## config.mk

```make
export PLATFORM = sky130hd
export DESIGN_NAME = memc_collect
export DESIGN_NICKNAME = d
export VERILOG_FILES = /design/src/rtl/memc_pkg.sv /design/src/rtl/fifo.sv /design/src/rtl/memc_collect.sv
export SDC_FILE = /design/constraint.sdc
export NUM_CORES = 1
export LEC_CHECK = 0
export CELL_PAD_IN_SITES_DETAIL_PLACEMENT = 0
export CELL_PAD_IN_SITES_GLOBAL_PLACEMENT = 1
export CORE_UTILIZATION = 30
export DETAILED_ROUTE_END_ITERATION = 8
export PLACE_DENSITY_LB_ADDON = 0.1
export SYNTH_ARGS = -nofsm -noshare
export SYNTH_HDL_FRONTEND = slang
export SYNTH_HIERARCHICAL = 1
export SYNTH_SLANG_ARGS = --single-unit
```

## constraint.sdc

```tcl
create_clock -name clk -period 27.6 [get_ports clk]
set_input_delay 8.28 -clock clk [delete_from_list [all_inputs] [get_ports clk]]
set_output_delay 8.28 -clock clk [all_outputs]
set_load 0.005 [all_outputs]
```

## src/rtl/memc_pkg.sv

```systemverilog
// Shared definitions for the C-result collector: FSM state encoding and
// a helper that gives the de-skew delay depth of each result lane.
package memc_pkg;

   typedef enum logic [1:0] {
      IDLE    = 2'd0,
      CAPTURE = 2'd1,
      DONE    = 2'd2
   } memc_state_t;

   // Lane x arrives x en-cycles late, so it needs dim-1-x stages to realign.
   function automatic int lane_depth(input int dim, input int lane);
      return dim - 1 - lane;
   endfunction

endpackage

```

## src/rtl/fifo.sv

```systemverilog
// En-gated fixed-depth delay line. Data advances one stage per cycle with
// en=1 and holds otherwise; dout is the value that entered DEPTH en-cycles ago.
module fifo #(
   parameter int DEPTH = 1,
   parameter int BITS  = 16
) (
   input  logic            clk,
   input  logic            rst_n,
   input  logic            en,
   input  logic [BITS-1:0] din,
   output logic [BITS-1:0] dout
);

   logic [BITS-1:0] stage_r [DEPTH];

   // Shift the delay chain on every enabled cycle.
   always_ff @(posedge clk or negedge rst_n) begin
      if (!rst_n) begin
         for (int i = 0; i < DEPTH; i++) begin
            stage_r[i] <= '0;
         end
      end else if (en) begin
         stage_r[0] <= din;
         for (int i = 1; i < DEPTH; i++) begin
            stage_r[i] <= stage_r[i-1];
         end
      end
   end

   assign dout = stage_r[DEPTH-1];

endmodule

```

## src/rtl/memc_collect.sv

```systemverilog
// Result collector for the systolic array: realigns the skewed C lanes into
// whole rows, captures DIM rows into a row buffer and serves them by index.
module memc_collect
   import memc_pkg::*;
#(
   parameter int BITS_C = 16,
   parameter int DIM    = 8
) (
   input  logic                              clk,
   input  logic                              rst_n,
   input  logic                              start,
   input  logic                              en,
   input  logic                              Cin_vld,
   input  logic [DIM-1:0][BITS_C-1:0]        Cin,
   input  logic                              rd_en,
   input  logic [$clog2(DIM)-1:0]            Crow,
   output logic [DIM-1:0][BITS_C-1:0]        Cout,
   output logic                              Cout_vld,
   output logic                              busy,
   output logic                              done,
   output logic                              err
);

   localparam int RW = $clog2(DIM);

   // ------------------------------------------------------------------
   // De-skew: every lane but the last passes through its own delay line
   // ------------------------------------------------------------------
   logic [DIM-1:0][BITS_C-1:0] row_s;

   for (genvar x = 0; x < DIM - 1; x++) begin : g_lane
      fifo #(
         .DEPTH (lane_depth(DIM, x)),
         .BITS  (BITS_C)
      ) u_dly (
         .clk   (clk),
         .rst_n (rst_n),
         .en    (en),
         .din   (Cin[x]),
         .dout  (row_s[x])
      );
   end

   // The most-delayed lane is already aligned with the others.
   assign row_s[DIM-1] = Cin[DIM-1];

   // Valid follows lane 0 through the same DIM-1 en-gated stages.
   logic [DIM-2:0] vld_r;
   logic           aligned_vld_s;

   // Valid shift register; start flushes any rows still in flight.
   always_ff @(posedge clk or negedge rst_n) begin
      if (!rst_n) begin
         vld_r <= '0;
      end else if (start) begin
         vld_r <= '0;
      end else if (en) begin
         vld_r[0] <= Cin_vld;
         for (int i = 1; i < DIM - 1; i++) begin
            vld_r[i] <= vld_r[i-1];
         end
      end
   end

   assign aligned_vld_s = vld_r[DIM-2];

   // ------------------------------------------------------------------
   // Capture FSM
   // ------------------------------------------------------------------
   memc_state_t    state_r;
   memc_state_t    next_state_s;
   logic [RW-1:0]  wr_row_r;
   logic           row_event_s;
   logic           wr_fire_s;
   logic           err_fire_s;
   logic           last_row_s;
   logic           busy_r;
   logic           done_r;
   logic           err_r;

   assign row_event_s = en & aligned_vld_s & ~start;
   assign last_row_s  = (wr_row_r == RW'(DIM - 1));

   // Next-state selection; start wins over every other transition.
   always_comb begin
      next_state_s = state_r;
      if (start) begin
         next_state_s = CAPTURE;
      end else begin
         case (state_r)
            IDLE: begin
               next_state_s = IDLE;
            end
            CAPTURE: begin
               if (row_event_s && last_row_s) begin
                  next_state_s = DONE;
               end else begin
                  next_state_s = CAPTURE;
               end
            end
            DONE: begin
               next_state_s = DONE;
            end
            default: begin
               next_state_s = IDLE;
            end
         endcase
      end
   end

   // Per-state actions: row writes while capturing, overrun flag once done.
   always_comb begin
      wr_fire_s  = 1'b0;
      err_fire_s = 1'b0;
      case (state_r)
         CAPTURE: begin
            wr_fire_s = row_event_s;
         end
         DONE: begin
            err_fire_s = row_event_s;
         end
         default: begin
            wr_fire_s  = 1'b0;
            err_fire_s = 1'b0;
         end
      endcase
   end

   // State, write pointer and registered status flags.
   always_ff @(posedge clk or negedge rst_n) begin
      if (!rst_n) begin
         state_r  <= IDLE;
         wr_row_r <= '0;
         busy_r   <= 1'b0;
         done_r   <= 1'b0;
         err_r    <= 1'b0;
      end else begin
         state_r <= next_state_s;
         busy_r  <= (next_state_s == CAPTURE);
         done_r  <= (next_state_s == DONE);
         if (start) begin
            wr_row_r <= '0;
            err_r    <= 1'b0;
         end else begin
            if (wr_fire_s) begin
               wr_row_r <= wr_row_r + RW'(1);
            end
            if (err_fire_s) begin
               err_r <= 1'b1;
            end
         end
      end
   end

   // ------------------------------------------------------------------
   // Row buffer and read port
   // ------------------------------------------------------------------
   logic [DIM-1:0][BITS_C-1:0] rowbuf_r [DIM];
   logic                       rd_acc_s;
   logic                       rd_in_range_s;

   // Row storage; contents are only meaningful once the capture completes.
   always_ff @(posedge clk) begin
      if (wr_fire_s) begin
         rowbuf_r[wr_row_r] <= row_s;
      end
   end

   assign rd_acc_s      = rd_en & done_r & ~start;
   assign rd_in_range_s = (int'(Crow) < DIM);

   // Registered read data; rejected requests drop valid and keep old data.
   always_ff @(posedge clk or negedge rst_n) begin
      if (!rst_n) begin
         Cout     <= '0;
         Cout_vld <= 1'b0;
      end else if (rd_acc_s) begin
         Cout_vld <= 1'b1;
         if (rd_in_range_s) begin
            Cout <= rowbuf_r[Crow];
         end else begin
            Cout <= '0;
         end
      end else begin
         Cout_vld <= 1'b0;
      end
   end

   assign busy = busy_r;
   assign done = done_r;
   assign err  = err_r;

endmodule
```

==> Word level (Yosys, flattened, before mapping) <==
Memories as Yosys holds them, arrays and structs flattened. A register that Yosys moved wholly into a read port is not among the register bits.
Cells that the tools add are included.
{ "word_totals": {"reg_bits": 464, "ramBits": 1024, "inputBits": 137, "memories": 1} }
{ "op_classes": {"n_addsub": 1, "eq_ne": 5, "n_mux": 14, "bitwise": 5, "reduce_logical": 5} }
{ "mem_list": {"columns": ["name", "depth", "width", "read_ports", "rd_clocked_by_memory_dff", "wr", "line", "text"], "rows": [
  ["rowbuf_r", 8, 128, 1, 1, 1, "memc_collect.sv:158", "logic [DIM-1:0][BITS_C-1:0] rowbuf_r [DIM];"]
]} }
{ "ops": {"columns": ["operator", "count"], "rows": [
  ["2-to-1 mux 7 bit", 2],
  ["2-to-1 mux 1 bit", 7],
  ["2-to-1 mux 3 bit", 2],
  ["nonzero test 2 bit", 3],
  ["AND 1 bit", 4],
  ["== test 2 x 1 -> 1 bit, second input constant", 2],
  ["== test 2 bit, second input constant", 2],
  ["2-to-1 mux 2 bit", 2],
  ["case mux 2 bit (2 select lines)", 1],
  ["adder 3 x 1 -> 3 bit, second input constant", 1],
  ["== test 3 bit, second input constant", 1],
  ["logical AND 1 bit", 1],
  ["zero test 1 bit", 1],
  ["NOT 1 bit", 1]
]} }

==> Depth between registers and ports, before layout <==
{ "depth": {"ltp_word": 7, "ltp_mapped": 6} }

==> By module <==
The synthesis kept the hierarchy.
{ "modules_own_cells": {"columns": ["mod", "n_inst", "cells_per_inst", "area_each_um2", "seq_area_each_um2"], "rows": [
  ["memc_collect", 1, 2394, 45014.4, 34352.9],
  ["fifo at g_lane[0].u_dly", 1, 252, 4296.6, 2802.7],
  ["fifo at g_lane[1].u_dly", 1, 219, 3885.0, 2402.3],
  ["fifo at g_lane[2].u_dly", 1, 185, 3494.6, 2001.9],
  ["fifo at g_lane[3].u_dly", 1, 151, 2798.9, 1601.5],
  ["fifo at g_lane[4].u_dly", 1, 117, 1980.6, 1201.2],
  ["fifo at g_lane[5].u_dly", 1, 84, 1465.2, 800.8],
  ["fifo at g_lane[6].u_dly", 1, 34, 649.4, 400.4]
]} }

==> Worst setup path before layout <==
OpenSTA, ideal clock, no wires.
{ "synth_path": {"kind": "input-to-reg", "from": "input en", "to": "memory rowbuf_r[1][0] in the netlist's numbering (enable)", "setup_time_ns": 0.772, "arrival_ns": 17.764, "t_required_ns": 26.828, "path_slack_ns": 9.065, "stages": 4, "path_cell_list": "buf_4 -> nand3_2 -> or3b_2 -> nor3_1"} }
{ "synth_between": {"elab_chain_len": 5} }
{ "synth_rtl": {"columns": ["item", "line", "text"], "rows": [
  ["from (decl)", "memc_collect.sv:12", "input logic en,"],
  ["AND 1 bit (2 in series)", "memc_collect.sv:81", "assign row_event_s = en & aligned_vld_s & ~start;"],
  ["2-to-1 mux 1 bit", "memc_collect.sv:115", "case (state_r)"],
  ["2-to-1 mux 1 bit", "memc_collect.sv:164", "if (wr_fire_s) begin"],
  ["2-to-1 mux 1 bit (not written as such)", "memc_collect.sv:165", "rowbuf_r[wr_row_r] <= row_s;"],
  ["to (decl)", "memc_collect.sv:158", null]
]} }
Every way passes these cells.

==> Worst setup path in the final report <==
{ "layout_path": {"from": "input start", "to": "register Cout[107] in the netlist's numbering (read register of rowbuf_r)"} }
{ "layout_between": {"elab_chain_len": 2} }
{ "layout_rtl": {"columns": ["item", "line", "text"], "rows": [
  ["from (decl)", "memc_collect.sv:11", "input logic start,"],
  ["NOT 1 bit", "memc_collect.sv:169", "assign rd_acc_s = rd_en & done_r & ~start;"],
  ["AND 1 bit", "memc_collect.sv:169", null],
  ["to (decl)", "memc_collect.sv:17", "output logic [DIM-1:0][BITS_C-1:0] Cout,"]
]} }
Every way passes these cells.
A chain may end at the register's enable or synchronous reset.

==> flow_summary.json <==
{
  "status": "finished clean",
  "row_count": 168,
  "grt_max_degree": 135,
  "fp.coreArea_um2": 210000,
  "cts_buffers": 185,
  "rsz0062_at_grt": "false",
  "die_x_um": 462,
  "start_util_pct": 30.2,
  "dp.cells": 6270,
  "crit_required_ns": 28.29,
  "worstPathCellList": "clkdlybuf4s50_1 -> buf_4 -> nand3b_1 -> buf_4 -> buf_4 -> buf_4 -> nand2_1 -> o31ai_2",
  "cp_num_buf_inv": 5,
  "fin_nets": 3793,
  "cp-start-kind": "primary input",
  "setup_violations": 0,
  "drive_gt1_share_pct": 29.7,
  "grtUsageTotal_pct": 14.4,
  "drv_slew": 0,
  "root_buffer": "clkbuf_16",
  "endpoint_kind": "flop",
  "hold_buffers": 0,
  "cpPeakStageDelay_ns": 0.81,
  "drt-vias-per-instance": 4.53,
  "grt_pass1_wl_um": 228000,
  "utilization_pct": 35.2,
  "timing.rr.start": "state_r[1]",
  "synthCells": 3436,
  "post-cts-setup-buffers": 0,
  "fp.dieArea_um2": 214000,
  "vias": 30000,
  "ys_warn_count": 6,
  "die_h_um": 462,
  "drc": 0,
  "yosysSeqAreaShare_pct": 71.7,
  "path_class": "primary input to flop",
  "slew_headroom_pct": 24.9,
  "antenna_left": 0,
  "place_ws_ns": 15.68,
  "r2r_slack_ns": 24.12,
  "cts_htree_levels": 4,
  "worstSetupStartpoint": "start",
  "hp-class": "flop to flop",
  "io_pins": 269,
  "tns_ns": 0,
  "syn2layout_area_growth_pct": 16.2,
  "portBuffers": 268,
  "path_clk_slew_ns": 0.06,
  "fillCellCount": 20000,
  "cp_top_family": "buffers and inverters",
  "mostFrequentLayoutCell": "edfxtp_1",
  "hold_violations": 0,
  "drv_cap": 0,
  "ys_seq_elements": 1616,
  "leakagePower_nw": 27.4,
  "insertion_delay_ns": 0.79,
  "antenna_found_initial": 7,
  "mostFrequentLayoutCells": "1024 x edfxtp_1, 592 x dfrtp_1, 464 x mux2_2",
  "synth_cell_types": 31,
  "crit_end": "Cout[107]",
  "worstReg2RegEnd": "rowbuf_r[3][106]",
  "p_per_area_nw_per_um2": 76.3,
  "cts_buffer_depth": 3,
  "crit_arrival_ns": 11.75,
  "fin_cells": 6622,
  "cts_resized": 0,
  "tightestPinTransition_ns": 1.13,
  "path_max_fanout": 57,
  "dr.first_iter.drc_count": 1556,
  "hold_ws_ns": 0.479,
  "fin_worst_skew_ns": 0.0227,
  "crit_slowest_cell": "buf_4",
  "layout_setup_ws_ns": 16.55,
  "grt_pass1_vias": 32200,
  "fin_crit_ns": 11.05,
  "cpMostUsedCell": "buf_4",
  "hpwl_um": 78300,
  "fmax_mhz": 90.5,
  "seqCellArea_um2": 45600,
  "path_depth": 8,
  "avgRoutedWirePerCell_um": 23.3,
  "period_share_pct": 40.0,
  "place_congestion": 0.667,
  "multiInputGateArea_um2": 15700,
  "netlist_area_um2": 63600,
  "dr.pass1.iters": 5,
  "avgSynthCellArea_um2": 18.5,
  "overflow": 0,
  "cts_tree": "yes",
  "wl_um": 154000,
  "synth_nets": 3577,
  "ff2ff_path_depth": 7,
  "ir_drop_mv": 0.0632,
  "clkSinkCount": 1616
}
final cells by class:
cell class,count,share of cell area [%]
Clock inverter,59,0.576
Tap cell,2805,4.75
Sequential cell,1616,61.6
Antenna cell,1,0.00339
Clock buffer,292,7.36
Timing Repair Buffer,319,4.35
Multi-Input combinational cell,1527,21.3
Inverter,3,0.0152
cells in the mapped netlist:
master,n,area [um^2]
clkbuf_1,54,203
mux2i_1,266,2660
xor2_1,1,8.76
or3b_2,1,8.76
a31oi_1,1,6.26
inv_1,3,11.3
nor3_1,4,20.0
nand3_2,1,10.0
buf_2,37,185
nand3b_1,1,7.51
a21oi_1,2,10.0
and4b_1,1,10.0
buf_6,32,360
a22o_1,128,1120
nor2_1,21,78.8
buf_8,3,45.0
mux2_4,240,3600
edfxtp_1,1024,30700
buf_12,30,601
buf_1,12,45.0
o31ai_1,19,143
or3_1,1,6.26
nor2b_1,1,6.26
mux2_2,464,5230
ha_1,4,50.1
dfrtp_1,592,14800
o31ai_2,109,1360
buf_4,122,916
nand2_1,130,488
nand2b_1,4,25.0
o22ai_1,128,801
how the worst min path moves through the flow:
| stage | cells after the start | from | endpoint | slack, ns |
|---|---|---|---|---|
| 4_1_cts | 1 | g_lane[0].u_dly/stage_r[107] | g_lane[0].u_dly/stage_r[91] | 0.48 |
| 2_1_floorplan | 2 | Cout[103] | Cout[103] | 0.47 |
| 3_5_place_dp | 2 | Cout[67] | Cout[67] | 0.47 |
| 6_report | 2 | Cout[69] | Cout[69] | 0.48 |
| 3_3_place_gp | 2 | Cout[117] | Cout[117] | 0.47 |
| 5_1_grt | 2 | Cout[67] | Cout[67] | 0.50 |
metal layers:
layer	routed length [um]	track usage (%)	vias to the layer above
li1	-	-	13600
met5	9	0	-
met4	2710	3.32	2
met1	70900	19.4	15800
met3	5330	2.64	202
met2	75000	23.8	464
report_power, final:
group          internal [mW]  switching, mW  total, mW
registers               2.79          0.157       2.95
logic                  0.198          0.128      0.326
clock network           1.39          0.976       2.36
registers in the layout, indices dropped and copies added (netlist names):
name and cells:
rowbuf_r 1024, Cout_vld 1, g_lane.u_dly/dout 112, busy 1
done 1, g_lane.u_dly/stage_r 336, err 1, Cout 128
state_r 2, vld_r 7, wr_row_r 3
worst register-to-register path: stages (launching register included):
cell     delay (ns)
dfrtp_1        0.38
inv_1          0.06
ha_1           0.29
nand3_2        0.19
or3b_2         0.64
nor2_4         0.15
buf_4          0.50
buf_4          0.82
cells by family after synthesis:
kind of cell | after synthesis | share of synthesized area, %
flip-flops | 1616 | 71.7
multiplexers | 970 | 18.1
AO/OA/AOI/OAI | 387 | 5.42
buffers and inverters | 293 | 3.72
AND/OR/NAND/NOR | 165 | 1.04
adder cells (fa/ha/maj) | 4 | 0.0787
XOR/XNOR | 1 | 0.0138
per-stage QoR:
step / power [mW] / cell area [um^2]
6_report: 5.64 / 73900
5_1_grt: 5.88 / 73900
3_5_place_dp: 3.34 / 68000
2_1_floorplan: 3.24 / 63600
4_1_cts: 5.75 / 73900
3_3_place_gp: 3.33 / 68000
No activity file was read; power rests on OpenSTA's default activity.
